**src/rtl/lm32_shifter_pipe_pkg.sv**
```systemverilog
// lm32_shifter_pipe_pkg: op encodings, fill modes and sizing helper shared by the shifter pipeline
package lm32_shifter_pipe_pkg;
  localparam int LM32_SHIFT_OP_W = 3;
  typedef enum logic [LM32_SHIFT_OP_W-1:0] {
    LM32_SHIFT_OP_SLL = 3'b000,
    LM32_SHIFT_OP_SRL = 3'b001,
    LM32_SHIFT_OP_SRA = 3'b010,
    LM32_SHIFT_OP_ROL = 3'b011,
    LM32_SHIFT_OP_ROR = 3'b100
  } lm32_shift_op_e;
  typedef enum logic [1:0] {
    FILL_ZERO = 2'd0,
    FILL_SIGN = 2'd1,
    FILL_ROT  = 2'd2
  } fill_e;
  function automatic int ceil_div(input int a, input int b);
    return (a + b - 1) / b;
  endfunction
endpackage

```
**src/rtl/lm32_shifter_pipe_if.sv**
```systemverilog
// lm32_shifter_pipe_if: operation request and result bundle of the pipelined shifter
interface lm32_shifter_pipe_if #(
  parameter int WIDTH   = 32,
  parameter int SHIFT_W = $clog2(WIDTH)
);
  import lm32_shifter_pipe_pkg::*;
  logic                       stall_i;
  logic                       flush_i;
  logic                       valid_i;
  logic [LM32_SHIFT_OP_W-1:0] op_i;
  logic [WIDTH-1:0]           data_i;
  logic [SHIFT_W-1:0]         amount_i;
  logic                       valid_o;
  logic [WIDTH-1:0]           result_o;
  logic                       carry_o;
  modport master (
    output stall_i, flush_i, valid_i, op_i, data_i, amount_i,
    input  valid_o, result_o, carry_o
  );
  modport slave (
    input  stall_i, flush_i, valid_i, op_i, data_i, amount_i,
    output valid_o, result_o, carry_o
  );
endinterface

```
**src/rtl/lm32_shifter_stage.sv**
```systemverilog
// lm32_shifter_stage: one partial right shift over amount bits [LO +: CHUNK_W] plus its register rank;
// the last stage undoes the input bit-reverse used for left operations.
module lm32_shifter_stage #(
  parameter int WIDTH   = 32,
  parameter int SHIFT_W = $clog2(WIDTH),
  parameter int LO      = 0,
  parameter int CHUNK_W = SHIFT_W,
  parameter bit IS_LAST = 1'b1
) (
  input  logic               clk_i,
  input  logic               rst_n_i,
  input  logic               stall_i,
  input  logic               flush_i,
  input  logic               valid_i,
  input  logic [WIDTH-1:0]   data_i,
  input  logic [SHIFT_W-1:0] amount_i,
  input  logic [1:0]         fill_i,
  input  logic               rev_i,
  input  logic               carry_i,
  output logic               valid_o,
  output logic [WIDTH-1:0]   data_o,
  output logic [SHIFT_W-1:0] amount_o,
  output logic [1:0]         fill_o,
  output logic               rev_o,
  output logic               carry_o
);
  import lm32_shifter_pipe_pkg::*;
  logic [SHIFT_W-1:0] part;
  logic [WIDTH-1:0]   ext, shifted, nxt;
  always_comb begin
    part = '0;
    for (int i = 0; i < SHIFT_W; i++) part[i] = (i >= LO && i < LO + CHUNK_W) ? amount_i[i] : 1'b0;
    ext = fill_i == FILL_ROT ? data_i : fill_i == FILL_SIGN ? {WIDTH{data_i[WIDTH-1]}} : '0;
    shifted = WIDTH'({ext, data_i} >> part);
    for (int i = 0; i < WIDTH; i++) nxt[i] = (IS_LAST && rev_i) ? shifted[WIDTH-1-i] : shifted[i];
  end
  // flush only kills valid; data may carry stale values
  always_ff @(posedge clk_i or negedge rst_n_i) begin
    if (!rst_n_i) begin
      valid_o  <= 1'b0;
      data_o   <= '0;
      amount_o <= '0;
      fill_o   <= '0;
      rev_o    <= 1'b0;
      carry_o  <= 1'b0;
    end else begin
      if (flush_i) valid_o <= 1'b0;
      else if (!stall_i) valid_o <= valid_i;
      if (!stall_i) begin
        data_o   <= nxt;
        amount_o <= amount_i ^ part;
        fill_o   <= fill_i;
        rev_o    <= rev_i;
        carry_o  <= carry_i;
      end
    end
  end
endmodule

```
**src/rtl/lm32_shifter_pipe.sv**
```systemverilog
// lm32_shifter_pipe: pipelined barrel shifter (SLL/SRL/SRA/ROL/ROR) with carry-out, stall and flush.
// Left ops are bit-reversed into a common right shifter whose amount bits are split across STAGES.
module lm32_shifter_pipe
  import lm32_shifter_pipe_pkg::*;
#(
  parameter int WIDTH   = 32,
  parameter int SHIFT_W = $clog2(WIDTH),
  parameter int STAGES  = 2
) (
  input logic                clk_i,
  input logic                rst_n_i,
  lm32_shifter_pipe_if.slave bus
);
  localparam int C = ceil_div(SHIFT_W, STAGES);
  logic                         is_left, rsv, carry, unused_tail;
  logic [WIDTH-1:0]             x;
  logic [SHIFT_W-1:0]           amt, amt_m1;
  fill_e                        fill;
  logic [STAGES:0]              v, r, c;
  logic [STAGES:0][WIDTH-1:0]   d;
  logic [STAGES:0][SHIFT_W-1:0] a;
  logic [STAGES:0][1:0]         f;
  always_comb begin
    is_left = bus.op_i == LM32_SHIFT_OP_SLL || bus.op_i == LM32_SHIFT_OP_ROL;
    rsv = bus.op_i > LM32_SHIFT_OP_ROR;
    for (int i = 0; i < WIDTH; i++) x[i] = is_left ? bus.data_i[WIDTH-1-i] : bus.data_i[i];
    amt = rsv ? '0 : bus.amount_i;
    amt_m1 = amt - SHIFT_W'(1);
    fill = bus.op_i == LM32_SHIFT_OP_SRA ? FILL_SIGN :
           (bus.op_i == LM32_SHIFT_OP_ROL || bus.op_i == LM32_SHIFT_OP_ROR) ? FILL_ROT : FILL_ZERO;
    // on the reversed operand the left-op carry data[WIDTH-amt] also sits at x[amt-1]
    carry = amt != '0 && x[amt_m1];
  end
  assign v[0] = bus.valid_i;
  assign d[0] = x;
  assign a[0] = amt;
  assign f[0] = fill;
  assign r[0] = is_left;
  assign c[0] = carry;
  for (genvar k = 0; k < STAGES; k++) begin : g_stage
    localparam int LO = (k * C < SHIFT_W) ? k * C : SHIFT_W;
    localparam int HI = (k == STAGES - 1 || (k + 1) * C > SHIFT_W) ? SHIFT_W : (k + 1) * C;
    lm32_shifter_stage #(
      .WIDTH(WIDTH), .SHIFT_W(SHIFT_W), .LO(LO), .CHUNK_W(HI - LO), .IS_LAST(k == STAGES - 1)
    ) u_stage (
      .clk_i(clk_i), .rst_n_i(rst_n_i), .stall_i(bus.stall_i), .flush_i(bus.flush_i),
      .valid_i(v[k]), .data_i(d[k]), .amount_i(a[k]), .fill_i(f[k]), .rev_i(r[k]), .carry_i(c[k]),
      .valid_o(v[k+1]), .data_o(d[k+1]), .amount_o(a[k+1]), .fill_o(f[k+1]), .rev_o(r[k+1]),
      .carry_o(c[k+1])
    );
  end
  assign unused_tail  = ^{a[STAGES], f[STAGES], r[STAGES]};
  assign bus.valid_o  = v[STAGES];
  assign bus.result_o = d[STAGES];
  assign bus.carry_o  = c[STAGES];
endmodule

```
**src/flat_wrapper.sv**
```systemverilog
// flat-port wrapper written by rule: the top's interface ports become plain ports
module lm32_shifter_pipe_flat import lm32_shifter_pipe_pkg::*;
#(
  parameter int WIDTH   = 32,
  parameter int SHIFT_W = $clog2(WIDTH),
  parameter int STAGES  = 2
)
  (clk_i, rst_n_i, bus_stall_i, bus_flush_i, bus_valid_i, bus_op_i, bus_data_i, bus_amount_i, bus_valid_o, bus_result_o, bus_carry_o);
  lm32_shifter_pipe_if #(.WIDTH(WIDTH), .SHIFT_W(SHIFT_W)) bus_i ();
  input logic clk_i;
  input logic rst_n_i;
  input wire logic [$bits(bus_i.stall_i)-1:0] bus_stall_i;
  input wire logic [$bits(bus_i.flush_i)-1:0] bus_flush_i;
  input wire logic [$bits(bus_i.valid_i)-1:0] bus_valid_i;
  input wire logic [$bits(bus_i.op_i)-1:0] bus_op_i;
  input wire logic [$bits(bus_i.data_i)-1:0] bus_data_i;
  input wire logic [$bits(bus_i.amount_i)-1:0] bus_amount_i;
  output wire logic [$bits(bus_i.valid_o)-1:0] bus_valid_o;
  output wire logic [$bits(bus_i.result_o)-1:0] bus_result_o;
  output wire logic [$bits(bus_i.carry_o)-1:0] bus_carry_o;
  assign bus_i.stall_i = bus_stall_i;
  assign bus_i.flush_i = bus_flush_i;
  assign bus_i.valid_i = bus_valid_i;
  assign bus_i.op_i = bus_op_i;
  assign bus_i.data_i = bus_data_i;
  assign bus_i.amount_i = bus_amount_i;
  assign bus_valid_o = bus_i.valid_o;
  assign bus_result_o = bus_i.result_o;
  assign bus_carry_o = bus_i.carry_o;
  lm32_shifter_pipe #(.WIDTH(WIDTH), .SHIFT_W(SHIFT_W), .STAGES(STAGES)) u_core (.clk_i(clk_i), .rst_n_i(rst_n_i), .bus(bus_i));
endmodule
```
**config.mk**
```make
export PLATFORM = sky130hd
export DESIGN_NAME = lm32_shifter_pipe_flat
export DESIGN_NICKNAME = d
export VERILOG_FILES = /design/src/rtl/lm32_shifter_pipe_pkg.sv /design/src/rtl/lm32_shifter_pipe_if.sv /design/src/rtl/lm32_shifter_stage.sv /design/src/rtl/lm32_shifter_pipe.sv /design/src/flat_wrapper.sv
export SDC_FILE = /design/constraint.sdc
export NUM_CORES = 1
export LEC_CHECK = 0
export ABC_AREA = 1
export CORE_ASPECT_RATIO = 1.1
export CORE_UTILIZATION = 59
export CTS_BUF_LIST = sky130_fd_sc_hd__clkbuf_4 sky130_fd_sc_hd__clkbuf_8
export CTS_CLUSTER_DIAMETER = 50
export DETAILED_ROUTE_END_ITERATION = 8
export GPL_TIMING_DRIVEN = 1
export PLACE_DENSITY = 0.85
export SETUP_SLACK_MARGIN = 0.3
export SLEW_MARGIN = 20
export SYNTH_ARGS = -nofsm -noshare
export SYNTH_HDL_FRONTEND = slang
export SYNTH_HIERARCHICAL = 1
export SYNTH_SLANG_ARGS = --single-unit
```
**constraint.sdc**
```tcl
create_clock -name clk_i -period 1.6 [get_ports clk_i]
set_input_delay 0.48 -clock clk_i [delete_from_list [all_inputs] [get_ports clk_i]]
set_output_delay 0.48 -clock clk_i [all_outputs]
set_load 0.02 [all_outputs]
```
==> results of run 1 <==
## repair_timing
action	in CTS
gates resized for setup	471
setup endpoints to repair	103
hold endpoints to repair	0
pin swaps	95
gates cloned	18
setup buffers	45
hold buffers	0
## metrics by stage
| stage | setup TNS (ns) | setup slack, ns | instance area (sq um) |
|---|---|---|---|
| after CTS | -4.455 | -0.2076 | 10100 |
| after detailed placement | -35.34 | -1.092 | 8123 |
| after global placement | -33.52 | -1.061 | 8123 |
| after floorplan | -5.094 | -0.2871 | 6997 |
==> results.toml, run 1 <==
[outcome]
stop_stage = "global routing (5_1_grt)"
status = "aborted with a tool error"
firstError = "[ERROR DPL-0038] Utilization greater than 100%, impossible to legalize"

[sta]
worst_endpoint = "u_core/g_stage[0].u_stage/data_o[19]$_DFFE_PN0N_/D"
worstEndpointType = "register data pin"

[place]
placed_cells = 1352
dp_hpwl_um = 14920
io_buffers = 78
place_congestion = 0.9646

[die]
rows = 40
fp.dieW_um = 103.2
initial_core_util_pct = 60.66
ios = 79
die_h_um = 113.3

[cts]
h-tree-depth = 3
cts_made_buffers = 9
clockBufferDepth = 2
cts-root-buf = "clkbuf_8"

[grt]
grt_max_degree = 74

[logic_synthesis]
syn_nets = 1172
synth.avg_cell_area_sq_um = 5.905
yosys_warnings = 6
netlist_instances = 1126
synth.cell_area_sq_um = 6649
==> run 2, diff against run 1 <==
--- a/config.mk
+++ b/config.mk
@@ -6,14 +6,10 @@
 export NUM_CORES = 1
 export LEC_CHECK = 0
 export ABC_AREA = 1
-export CORE_ASPECT_RATIO = 1.1
-export CORE_UTILIZATION = 59
-export CTS_BUF_LIST = sky130_fd_sc_hd__clkbuf_4 sky130_fd_sc_hd__clkbuf_8
-export CTS_CLUSTER_DIAMETER = 50
+export CORE_UTILIZATION = 40
 export DETAILED_ROUTE_END_ITERATION = 8
 export GPL_TIMING_DRIVEN = 1
-export PLACE_DENSITY = 0.85
-export SETUP_SLACK_MARGIN = 0.3
+export PLACE_DENSITY_LB_ADDON = 0.15
 export SLEW_MARGIN = 20
 export SYNTH_ARGS = -nofsm -noshare
 export SYNTH_HDL_FRONTEND = slang
==> run 2 against run 1 <==
The flow now finishes, with violations (negative setup slack). Synthesized cell count unchanged. Area after synthesis unchanged.
==> results.toml, run 2 <==
[place]
placed_cells = 1426
dp_hpwl_um = 16240
place_area_sq_um = 8249
io_buffers = 78
place_congestion = 0.9201

[critical_path]
crit_path_end_kind = "flip-flop"
worst_path_max_delay_cell = "xor2_4"
crit_family = "simple AND/OR/NAND/NOR gates"
critPathKind = "primary input to flip-flop"
critPathMaxFanout = 5
path_buf_inv = 5
crit_path_cell_trace = "buf_6 > buf_6 > inv_8 > nand2_4 > nand2_4 > nand2_4 > buf_12 > ha_4 > xor2_4 > inv_4 > nand3_2 > nand3_2 > nand2_2 > nand2_2 > nand2_2 > nor2_2 > nand2_1 > nand2_1"
startpoint_type = "primary input"
cp_data_required_time_ns = 1.84
worstPathArrival_ns = 2.14
max_stage_delay_ns = 0.27

[run]
maxCapViolCount = 0

[grt]
antenna_found_initial = 0
grt_pass1_wl_um = 36000
grt_use_total_pct = 26.94
grt_max_degree = 74
grt_overflow = 0
grt_pass1_vias = 7082

[cts]
cts.sinks = 73
clockBufferDepth = 2
cts_tree = "built"
cts_made_buffers = 9
h-tree-depth = 3
clkSlewWorstSetupHoldPaths_ns = 0.06
cts-root-buf = "clkbuf_16"
clk_latency_ns = 0.35

[layout]
drive_gt1_share_pct = 27.35
fin_area_sq_um = 9433
num_antenna_cells = 0
layout_commonest_cell = "nand2_1"
regMostFlops = "u_core/g_stage.u_stage/data_o"
final.fill_count = 1501
final_cell_mix = "432 x nand2_1, 191 x nand3_1, 73 x dfrtp_1, 66 x buf_4, 63 x nand3_2"
area_delta_synth_final_pct = 41.87
final_nets = 1284
stdcell_count = 1459
largest_reg_flops = 64

[drt]
num_vias = 7701
wl_per_cell_um = 15.35
first_pass_iters = 5
drc = 0
ant_nets = 0
dr.first_iter.drc_count = 701
via_per_inst = 5.278
routed_wl_um = 22400

[sta]
setup_slack_ns = -0.2999
post-route-period-util_pct = 118.7
layout_min_cycle_time_ns = 1.900
slew_violations = 0
slew_headroom_pct = 72.37
finalHoldViolCount = 0
setup-violations-final = 33
worstMarginPinSlew_ns = 0.4144
fmax_mhz = 526.3
skew_ns = 0.01361
rsz0062_at_grt = "yes"

[die]
die_area_sq_um = 17140
initial_core_util_pct = 41.41
ios = 79
coreArea_sq_um = 16060
rows = 46
fp.dieW_um = 130.9
die_h_um = 130.9

[pwr]
power_w = 0.008060
power_density_nw_per_um2 = 854.5
ir_worst_vdd_mv = 0.5283
p_leak_nw = 4.856

[logic_synthesis]
netlist_instances = 1126
yosys_warnings = 6
synth.cell_area_sq_um = 6649
syn_nets = 1172
synth.avg_cell_area_sq_um = 5.905

[outcome]
status = "finished, violations left"
violations = "negative setup slack"

[worst_hold_path]
hold_class = "primary input to asynchronous set/reset pin"
## run 2: metrics by stage
stage          setup WS (ns)  utilization (%)  setup TNS [ns]  hold WS (ns)
6_report             -0.2999            58.74          -7.579        0.1393
5_1_grt              -0.3757            58.74          -10.26        0.1697
4_1_cts              -0.2729            56.18          -5.796        0.1644
3_5_place_dp          -1.118            51.37          -35.08        0.4597
3_3_place_gp          -1.104            51.37          -34.07        0.4527
2_1_floorplan        -0.2871                -          -5.094        0.1844
## run 2: final cells by class
class                           instances  area, sq um  share of cell area (%)
Inverter                               72        330.3                   3.502
Tap cell                              216        270.3                   2.865
Clock inverter                          7        60.06                  0.6367
Timing Repair Buffer                  170         1683                   17.84
Sequential cell                        73         1827                   19.37
Clock buffer                            9        225.2                   2.388
Multi-Input combinational cell        912         5037                   53.40
## run 2: where the power goes
group          total (W)  internal [W]  switching (W)
logic            0.00362       0.00146        0.00216
registers        0.00247       0.00219       0.000286
clock network    0.00196       0.00108       0.000888
## run 2: per-layer routing
layer  track usage [%]  wire (um)  vias to the layer above
met1             35.59      10240                     3576
li1                  -          -                     3858
met5                 0          0                        -
met4             11.16        637                        0
met3             3.339        857                       41
met2             44.44      10660                      226
## run 2: final timing paths
path                            slack [ns]                                  start  cells after the start                                   to
worst max-delay path                 -0.30                            bus_op_i[1]                     18    u_core/g_stage[0].u_stage/carry_o
worst min-delay path                  0.14                                rst_n_i                      2  u_core/g_stage[0].u_stage/fill_o[0]
min in group clk_i                    0.47      u_core/g_stage[0].u_stage/carry_o                      2    u_core/g_stage[1].u_stage/carry_o
max in group asynchronous             1.12                                rst_n_i                      2  u_core/g_stage[1].u_stage/data_o[8]
worst max register to register        0.08  u_core/g_stage[0].u_stage/amount_o[3]                      8  u_core/g_stage[1].u_stage/data_o[4]
worst min register to register        0.47      u_core/g_stage[0].u_stage/carry_o                      2    u_core/g_stage[1].u_stage/carry_o
## run 2: what timing repair did
item	CTS	global route
gates cloned	6	1
buffers inserted	7	5
pin swaps	38	51
setup endpoints to repair	69	45
hold buffers	0	0
gates resized for setup	151	94
Note: power is estimated with default switching activity, not from simulation.
